===== config.mk =====
export PLATFORM = sky130hd
export DESIGN_NAME = param_data_path
export DESIGN_NICKNAME = d
export VERILOG_FILES = /design/src/rtl/dp_pkg.sv /design/src/rtl/dp_alu.sv /design/src/rtl/param_data_path.sv
export SDC_FILE = /design/constraint.sdc
export NUM_CORES = 1
export LEC_CHECK = 0
export CAP_MARGIN = 15
export CORE_MARGIN = 4
export CORE_UTILIZATION = 54
export DETAILED_ROUTE_END_ITERATION = 6
export GPL_TIMING_DRIVEN = 0
export PLACE_DENSITY = 0.72
export SYNTH_ARGS = -nofsm -noshare
export SYNTH_HDL_FRONTEND = slang
export SYNTH_SLANG_ARGS = --single-unit
export TNS_END_PERCENT = 10

===== constraint.sdc =====
create_clock -name clk -period 5.3 [get_ports clk]
set_clock_uncertainty 0.1 [all_clocks]
set_input_delay 1.59 -clock clk [delete_from_list [all_inputs] [get_ports clk]]
set_output_delay 1.59 -clock clk [all_outputs]
set_load 0.05 [all_outputs]

===== src/rtl/dp_pkg.sv =====
// Shared definitions for the parametrised multi-cycle datapath:
// opcodes, FSM states, instruction field positions and decode helpers.
package dp_pkg;

    // 4-bit opcode field; unlisted encodings execute as NOP
    typedef enum logic [3:0] {
        OpNop  = 4'd0,
        OpAnd  = 4'd1,
        OpOr   = 4'd2,
        OpAdd  = 4'd3,
        OpSub  = 4'd4,
        OpSlt  = 4'd5,
        OpLdi  = 4'd6,
        OpBeqz = 4'd7,
        OpHalt = 4'd15
    } op_e;

    typedef enum logic [2:0] {
        StFetch,
        StDecode,
        StExec,
        StWb,
        StHalted
    } state_e;

    // Instruction field positions
    localparam int unsigned OpLsb  = 12;
    localparam int unsigned RdLsb  = 9;
    localparam int unsigned Rs1Lsb = 6;
    localparam int unsigned Rs2Lsb = 3;
    localparam int unsigned ImmW   = 6;
    localparam int unsigned TgtW   = 8;

    // Opcodes that write the destination register in WB
    function automatic logic op_writes_reg(input logic [3:0] op);
        return op inside {OpAnd, OpOr, OpAdd, OpSub, OpSlt, OpLdi};
    endfunction

    // Opcodes that update the status flags in EXEC
    function automatic logic op_sets_flags(input logic [3:0] op);
        return op inside {OpAnd, OpOr, OpAdd, OpSub, OpSlt};
    endfunction

endpackage


===== src/rtl/dp_alu.sv =====
// Combinational ALU for param_data_path. Produces result, carry and signed
// overflow; zero/sign flags are derived from the result by the caller.
module dp_alu
    import dp_pkg::*;
#(
    parameter int unsigned DATA_W = 8
) (
    input  logic [3:0]        op,
    input  logic [DATA_W-1:0] a,
    input  logic [DATA_W-1:0] b,
    output logic [DATA_W-1:0] result,
    output logic              cf,
    output logic              of
);

    localparam int unsigned Msb = DATA_W - 1;

    logic [DATA_W:0] sum;
    logic [DATA_W:0] diff;

    assign sum  = {1'b0, a} + {1'b0, b};
    // diff[DATA_W] is the borrow out of the subtraction
    assign diff = {1'b0, a} - {1'b0, b};

    // Operation select; carry/overflow are only meaningful for ADD/SUB
    always_comb begin
        result = '0;
        cf     = 1'b0;
        of     = 1'b0;
        case (op)
            OpAnd: result = a & b;
            OpOr:  result = a | b;
            OpAdd: begin
                result = sum[DATA_W-1:0];
                cf     = sum[DATA_W];
                of     = (a[Msb] == b[Msb]) && (sum[Msb] != a[Msb]);
            end
            OpSub: begin
                result = diff[DATA_W-1:0];
                cf     = ~diff[DATA_W];
                of     = (a[Msb] != b[Msb]) && (diff[Msb] != a[Msb]);
            end
            OpSlt: result = {{(DATA_W-1){1'b0}}, ($signed(a) < $signed(b))};
            default: ;
        endcase
    end

endmodule


===== src/rtl/param_data_path.sv =====
// Parametrised multi-cycle datapath: PC, REG_N x DATA_W register file, ALU
// with registered flags and a FETCH/DECODE/EXEC/WB FSM fetching 16-bit
// instructions over a req/valid handshake.
// Optional feature: define DP_BRANCH_EN to enable op 7 (BEQZ); otherwise
// op 7 executes as NOP.
module param_data_path
    import dp_pkg::*;
#(
    parameter int unsigned DATA_W = 8,
    parameter int unsigned REG_N  = 4,
    parameter int unsigned PC_W   = 8
) (
    input  logic              clk,
    input  logic              clr,
    output logic              instr_req,
    output logic [PC_W-1:0]   instr_addr,
    input  logic              instr_valid,
    input  logic [15:0]       instr,
    output logic [DATA_W-1:0] result,
    output logic              result_valid,
    output logic              zf,
    output logic              cf,
    output logic              of,
    output logic              sf,
    output logic              halted
);

    // Only the low index bits that can address REG_N registers are used
    localparam int unsigned IdxW = (REG_N > 1) ? $clog2(REG_N) : 1;

    state_e            state;
    logic [PC_W-1:0]   pc;
    logic [15:0]       ir;
    logic [DATA_W-1:0] regs [REG_N];
    logic [DATA_W-1:0] op_a;
    logic [DATA_W-1:0] op_b;

    logic [3:0]        op;
    logic [IdxW-1:0]   rd_idx;
    logic [IdxW-1:0]   rs1_idx;
    logic [IdxW-1:0]   rs2_idx;
    logic              rd_ok;
    logic [DATA_W-1:0] rs1_val;
    logic [DATA_W-1:0] rs2_val;
    logic [DATA_W+ImmW-1:0] imm_wide;
    logic [DATA_W-1:0] imm;
    logic [DATA_W-1:0] alu_result;
    logic              alu_cf;
    logic              alu_of;
    logic [DATA_W-1:0] exec_result;
    logic [PC_W-1:0]   pc_next;
    logic              unused_ir;

    dp_alu #(
        .DATA_W (DATA_W)
    ) u_alu (
        .op     (op),
        .a      (op_a),
        .b      (op_b),
        .result (alu_result),
        .cf     (alu_cf),
        .of     (alu_of)
    );

    assign op      = ir[OpLsb +: 4];
    assign rd_idx  = ir[RdLsb +: IdxW];
    assign rs1_idx = ir[Rs1Lsb +: IdxW];
    assign rs2_idx = ir[Rs2Lsb +: IdxW];
    // Bits outside the decoded fields are don't-care
    assign unused_ir = ^ir;

    // Register reads, immediate extension and next-PC selection
    always_comb begin
        rd_ok    = (32'(rd_idx) < REG_N);
        rs1_val  = (32'(rs1_idx) < REG_N) ? regs[rs1_idx] : '0;
        rs2_val  = (32'(rs2_idx) < REG_N) ? regs[rs2_idx] : '0;
        imm_wide = {{DATA_W{1'b0}}, ir[ImmW-1:0]};
        imm      = imm_wide[DATA_W-1:0];
        exec_result = (op == OpLdi) ? imm : alu_result;
        pc_next  = pc + PC_W'(1);
`ifdef DP_BRANCH_EN
        begin
            logic [PC_W+TgtW-1:0] tgt_wide;
            tgt_wide = {{PC_W{1'b0}}, ir[TgtW-1:0]};
            // zf here still reflects the last flag-setting op: BEQZ never updates flags
            if (op == OpBeqz && zf) begin
                pc_next = tgt_wide[PC_W-1:0];
            end
        end
`endif
    end

    // Fetch request is dropped while reset is held so all outputs read 0
    assign instr_req  = (state == StFetch) && clr;
    assign instr_addr = pc;

    // Core FSM with register file, operand latches, result and flags
    always_ff @(posedge clk or negedge clr) begin
        if (!clr) begin
            state        <= StFetch;
            pc           <= '0;
            ir           <= '0;
            op_a         <= '0;
            op_b         <= '0;
            result       <= '0;
            result_valid <= 1'b0;
            zf           <= 1'b0;
            cf           <= 1'b0;
            of           <= 1'b0;
            sf           <= 1'b0;
            halted       <= 1'b0;
            for (int i = 0; i < REG_N; i++) begin
                regs[i] <= DATA_W'(2 * (i + 1));
            end
        end else begin
            result_valid <= 1'b0;
            case (state)
                StFetch: begin
                    if (instr_valid) begin
                        ir    <= instr;
                        state <= StDecode;
                    end
                end
                StDecode: begin
                    op_a  <= rs1_val;
                    op_b  <= rs2_val;
                    state <= StExec;
                end
                StExec: begin
                    if (op == OpHalt) begin
                        halted <= 1'b1;
                        state  <= StHalted;
                    end else begin
                        if (op_writes_reg(op)) begin
                            result       <= exec_result;
                            // Registered here so the pulse lines up with the WB cycle
                            result_valid <= 1'b1;
                        end
                        if (op_sets_flags(op)) begin
                            zf <= (alu_result == '0);
                            sf <= alu_result[DATA_W-1];
                            cf <= alu_cf;
                            of <= alu_of;
                        end
                        state <= StWb;
                    end
                end
                StWb: begin
                    if (op_writes_reg(op) && rd_ok) begin
                        regs[rd_idx] <= result;
                    end
                    pc    <= pc_next;
                    state <= StFetch;
                end
                StHalted: state <= StHalted;
                default:  state <= StFetch;
            endcase
        end
    end

endmodule


==> metrics.md, run 1 <==
| Metric | Value |
|---|---|
| Status | finished, final reports clean |
| Post-synth EDFFs | 0 |
| Detailed-route via count | 3764 |
| First-pass GRT wire length | about 20000 um |
| Avg Inst Size Synth | between 10 and 15 um2 |
| Final Cycle Share | between 80 and 90% |
| Routed Wire Length | between 10000 and 15000 um |
| Number of max-slew violations in the final report | 0 |
| Die width | approximately 100 um |
| Peak supply drop | between 0.3 and 0.4 mV |
| Hold Path End | halted |
| Mapped Nets | 501 |
| Nets | 552 |
| FF-to-FF path depth | 9 |
| Fmax | 215 MHz |
| Wire length per cell | between 15 and 20 um |
| Met2 WL | 5780 um |
| Max Cap Viol | 0 |
| Remaining DRCs | 0 |
| Total leakage power | ~2.5 nW |
| H-tree levels | 3 |
| Switching power | ~1.7 mW |
| Syn Std Cell Area | about 5100 um2 |
| Final setup fails | 0 |
| Yosys reg bits | 87 |
| GRT Overall Usage | 23.0% |
| Min cycle time layout | roughly 4.7 ns |
| Placer Congestion | between 0.9 and 1 |
| Max Used Layer | met4 |
| Sequential Power Share | 32.1% |
| Initial Util | 55.1% |
| Port Buffer Count | 39 |
| Ports | between 40 and 50 |
| Vias in the first global route | ~3800 |
| Clk Latency, worst-skew pair | approximately 0.37 ns |
| Root Buffer | clkbuf_8 |
| CTS tree | built |
| Die Ht | between 100 and 150 um |
| Clock share of power | about an eighth |
| Synth Flop Type | dfrtp_1 |
| Maximum fanout along the worst path | 32 |
| Syn-to-layout area delta | 14.6% |
| Cells on Worst Hold Path | 1 |
| Power density cells | about 640 nW/um2 |
| DR WL met3 | approximately 530 um |
| R2R Setup Slk | 2.55 ns |
| Setup CP Type | in -> out |
| DR pass1 iterations | 6 |
| Die ar. | 11000 um2 |
| Worst r2r src | op_a[3] |
| Layout cell share with drive strength beyond 1 | about a fifth |
| Synth area leaders | dfrtp_1 40%, mux2_2 10%, mux4_2 7.1% |
| Area share of the largest cell type after synthesis | between 40% and 50% |
| Diode count | 0 |
| Design Power | 3.70 mW |
| FF-to-FF End | result[7] |
| Switching Share | 45.6% |
| # rows | 35 |
| Hold Vio Cnt, Final | 0 |
| Largest net degree at the start of global routing | 58 |
| TritonCTS Buffers | 9 |
| Worst-Margin Slew | 0.936 ns |
| Gate power share | between 50 and 60% |
| Post-route ant nets | 0 |
| Grt ovf | 0 |
| Clock Sinks | 87 |
| Hold Buf Count CTS | 0 |
| Hpwl dp | about 8700 um |
| Fillers | ~750 |
| Cells after Synth | 452 |
| Min-Delay Path Class | reg -> reg |
| Vias per cell | 6.08 |
| Core area | between 9000 and 10000 um2 |
| Synth warnings | 0 |
| WP data arrival | just under 3 ns |
| Crit path required time | 3.61 ns |
| 1st-iter DRT viols | ~190 |
| RSZ-0062 raised after global routing | false |
| # Post-CTS Setup Buffers | 0 |
| Library cells used by synthesis | 63 |
| CTS max path bufs | 2 |
| Int Power | slightly above 2 mW |
| Antenna violations before repair | 0 |
| Post-synthesis sequential area ratio | a little over two fifths |
| Synth area leader | dfrtp_1 |
| Clock transition at the registers of the reported paths | approximately 0.1 ns |
| Type of origin of the critical path | input pin |
| Rel. slew slack | a little under two fifths |
| Setup TNS Final | 0 ns |
| Hold path start | halted |
| Resize count post-CTS | 0 |
| Post-synth ARST share | 100% |
| DRT met1 WL | about 5400 um |
| CP Capture Type | output port |
==> flip-flops by register name (all words and copies together), names as in the netlist <==
name and cells:
zf 1, result_valid 1, halted 1, ir 14, op_b 8, state 3
sf 1, cf 1, op_a 8, result 8, regs 32, instr_addr 8
of 1
==> cells in the mapped netlist (3+ instances only) <==
cell type / n
a31oi_1: 4
o21a_1: 5
nor3b_1: 6
a21oi_1: 13
buf_2: 9
inv_1: 25
nor3_1: 6
o21bai_1: 3
or3_1: 4
ha_1: 28
o31a_1: 3
a21o_1: 6
nand2_1: 39
and3b_1: 3
mux4_2: 16
nand4_1: 7
nand3b_1: 4
nor2b_1: 3
clkbuf_1: 8
o2bb2ai_1: 3
and3_1: 5
dfrtp_1: 82
dfstp_2: 5
mux2_2: 47
a221o_1: 3
o21ai_0: 34
nor2_1: 18
and2_1: 4
nand3_1: 6
xnor2_1: 7
o211ai_1: 3
a211oi_1: 4
==> through the flow <==
| stage | hold WS (ns) | cells | setup slack (ns) | cell area, um2 | util, % |
|---|---|---|---|---|---|
| finish | 0.382 | 619 | 0.646 | 5810 | 63.2 |
| global route | 0.403 | 619 | 0.540 | 5810 | 63.2 |
| CTS | 0.389 | 619 | 0.601 | 5810 | 63.2 |
| detailed placement | 0.365 | 603 | 0.616 | 5620 | 61.1 |
| global placement | 0.358 | 602 | -2.48 | 5600 | 60.9 |
| floorplan | 0.370 | 452 | 1.61 | 5070 | - |
==> placed cells by master (no fill, tap or decap), types with 10 or more instances in the layout <==
| cell type | n |
|---|---|
| dfrtp_1 | 82 |
| mux2_2 | 47 |
| nand2_1 | 39 |
| clkdlybuf4s50_1 | 38 |
| o21ai_0 | 34 |
| ha_1 | 28 |
| inv_1 | 25 |
| nor2_1 | 18 |
| mux4_2 | 16 |
| a21oi_1 | 13 |
| clkbuf_8 | 10 |
==> worst max path at each step <==
stage,start,to,slack (ns)
6_report,clr,instr_req,0.65
5_1_grt,clr,instr_req,0.54
3_3_place_gp,clr,instr_req,-2.48
4_1_cts,clr,instr_req,0.60
3_5_place_dp,clr,instr_req,0.62
2_1_floorplan,clr,instr_req,1.61
==> power by group through the flow <==
stage	Combinational [mW]	Clock, mW	Sequential, mW
detailed placement	2.04	0	1.20
floorplan	1.29	0	1.37
finish	2.05	0.464	1.19
global route	2.23	0.505	1.23
global placement	2.00	0	1.17
CTS	2.05	0.470	1.19
==> metal layers <==
layer | vias up | GRT usage (%)
li1 | 1761 | -
met1 | 1876 | 31.8
met2 | 104 | 36.4
met3 | 23 | 4.76
met4 | 0 | 7.22
met5 | - | 0
==> critical path: stages <==
cell and delay, ns:
buf_4 0.36, and2_1 0.20, clkdlybuf4s50_1 0.80
==> cells by family (layout without fill, tap and decap cells) <==
logic type               Yosys count  in the layout  synth area share (%)
AO/OA/AOI/OAI                    100            100                  13.3
XOR/XNOR                           8              8                  1.38
adder cells (fa/ha/maj)           30             30                  7.70
buffers and inverters             47            103                  4.00
flip-flops                        87             87                  43.1
multiplexers                      64             64                  17.8
AND/OR/NAND/NOR                  116            116                  12.8
==> cell type report <==
type | count | area (um2) | area share [%]
well taps | 111 | 139 | 2.39
flip-flops and latches | 87 | 2180 | 37.6
multi-input cells | 318 | 2680 | 46.2
clock inverters | 6 | 50.0 | 0.862
plain buffers | 22 | 109 | 1.87
clock buffers | 10 | 138 | 2.37
inverters | 25 | 93.8 | 1.62
repair buffers | 40 | 415 | 7.15
No activity file was read; power rests on OpenSTA's default activity.
==> run 2: changes to the inputs <==
==> constraint.sdc (replaced) <==
create_clock -name clk -period 5.3 [get_ports clk]
set_clock_uncertainty 0.1 [all_clocks]
set_input_delay 0.795 -clock clk [delete_from_list [all_inputs] [get_ports clk]]
set_output_delay 0.795 -clock clk [all_outputs]
set_load 0.05 [all_outputs]
==> results of run 2 <==
Same layout as run 1 (identical final DEF). Status: finished, final reports clean.
Main changes from that run: setup slack after placement 0.616 ns -> 2.21 ns; setup slack after layout 0.646 ns -> 2.24 ns; hold slack 0.382 ns -> 0.248 ns
==> RTL edit, RTL diff (settings of run 2) <==
Set the parameter `PC_W` to 9 (it was 8).
--- a/src/rtl/param_data_path.sv
+++ b/src/rtl/param_data_path.sv
@@ -8,7 +8,7 @@
 #(
     parameter int unsigned DATA_W = 8,
     parameter int unsigned REG_N  = 4,
-    parameter int unsigned PC_W   = 8
+    parameter int unsigned PC_W   = 9
 ) (
     input  logic              clk,
     input  logic              clr,
Ports: changed (resized instr_addr); port bits go from 42 to 43. No check against the original RTL was run, so the function may have changed too.
==> RTL edit against run 2 <==
- cell area is 0.15% lower
- routed wire length is 0.70% lower
- synthesized area about the same
- worst setup slack worse by 210 ps
- hold slack got worse by 58 ps
- sequential cell count rose by 1
- total power fell by 4.4%
- maximum frequency decreased by 6.4%
- critical endpoint unchanged
==> RTL edit: results (changes against run 2) <==
First-pass GRT wire length = 19.7 mm (-0.69%)
Top post-synthesis cells by count = sky130_fd_sc_hd__dfrtp_1, sky130_fd_sc_hd__mux2_2, sky130_fd_sc_hd__nand2_1
Crit Reg-Reg Startpoint = op_a[0]
Reg-to-reg endpoint = zf
Slew of the pin with the lowest slew margin = 819 ps (-117 ps)
Synthesized area per cell = 11.4 um2 (+1.5%)
Diodes inserted = 0 (unchanged)
Post-Synthesis Net Count = 494 (-1.4%)
Area used by sequential logic in the layout = 2210 um2 (+1.1%)
Synth Area in Adders = 7.71% (about the same)
Met1 Resource Use GR = 31.8% (about the same)
Final WL = 11.9 mm (-0.70%)
Xor/xnor share of the synthesized area = 1.73% (+0.35 points)
Dpl cell area = 5630 um2 (about the same)
Yosys cell types = 61 (-3.2%)
Peak ir drop on the vdd network = 0.386 mV (+11%)
Total Nets Final = 546 (-1.1%)
Total global routing track utilization = 22.9% (-0.056 points)
Post-DR wirelength/cell = 19.3 um (+0.28%)
Flip-flop count of the largest register after layout = 32 (unchanged)
Met2 Routed Length = 5.88 mm (+1.7%)
Run status = finished clean
Proportion of synthesized area in mux cells = 18.6% (+0.86 points)
Post-route met1 wirelength = 5.12 mm (-5.8%)
Internal power summed over all cells = 1.94 mW (-3.8%)
Global routing met2 resource utilization = 37.6% (+1.2 points)
Final estimated routing congestion in global placement = 0.846 (-9.7%)
Highest routed layer = met4
Portion of total power attributed to the clock network = 11.9% (-0.6 points)
Via count of the first global-routing pass = 3759 (-2.2%)
First-pass iteration count of the detailed router = 5 (-1)
Compound-cell area share of the yosys netlist = 12.8% (-0.53 points)
Fraction of final layout cells with drive strength greater than 1 = 20.3% (-0.35 points)
Maximum number of pins on one net before global-route repair = 75 (+29%)
Seq/Total Area, Yosys = 43.6% (+0.54 points)
Static leakage = 2.43 nW (-3.3%)
Combinational cell power = 1.94 mW (-5%)
Achievable Freq = 305 MHz (-6.4%)
HPWL after detailed placement = 8.91 mm (+2.1%)
Worst reg-to-reg path cell count = 10 (+1)
Starting DRT DRC Count = 287 (+49%)
Arrival time worst endpoint = 2380 ps (+210 ps)
Total of max-cap violations = 0 (unchanged)
Met3 wire length = 706 um (+34%)
WHS = 190 ps (-57.7 ps)
Met3 GRT Util = 3.52% (-1.2 points)
Top post-synthesis cells by area = sky130_fd_sc_hd__dfrtp_1, sky130_fd_sc_hd__mux2_2, sky130_fd_sc_hd__mux4_2
Number of fill cells in the layout = 752 (+0.67%)
Average via count per standard cell = 6.06 (-0.34%)
Minimum setup slack among reg-to-reg paths = 2360 ps (-190 ps)
Worst setup path endpoint = instr_req
Post-placement cell count = 597 (-1.0%)
Port Buf Inserts = 40 (+2.6%)
Pre-CTS setup slack = 1980 ps (-223 ps)
Crit path max fanout = 74 (+130%)
Combinational cell fraction of total power = 54.7% (-0.7 points)
RTL edit: cell count changes in the layout (fill, tap and decap cells not counted), sizes merged, moves of 5 or more:
cell    change
nand2b      +6
a21o        -5
o21ai       -5
clkbuf      +7
buf         -7
RTL edit: worst register-to-register path, stage by stage, from the launching register on:
cell and delay, ps:
sky130_fd_sc_hd__dfrtp_1 390, sky130_fd_sc_hd__inv_1 100, sky130_fd_sc_hd__ha_1 180, sky130_fd_sc_hd__inv_1 60, sky130_fd_sc_hd__fa_1 410, sky130_fd_sc_hd__nor2b_1 170, sky130_fd_sc_hd__o211ai_1 400, sky130_fd_sc_hd__a21oi_1 130
sky130_fd_sc_hd__o311a_1 330, sky130_fd_sc_hd__o21ai_0 410, sky130_fd_sc_hd__o31ai_1 150
RTL edit: area by class of cell:
cell class              count  share of cell area, %
clock inverters             6                  0.798
clock buffers              10                   2.20
multi-input cells         311                   46.0
well taps                 111                   2.39
flip-flops and latches     88                   38.1
repair buffers             41                   7.33
plain buffers              22                   1.66
inverters                  24                   1.55
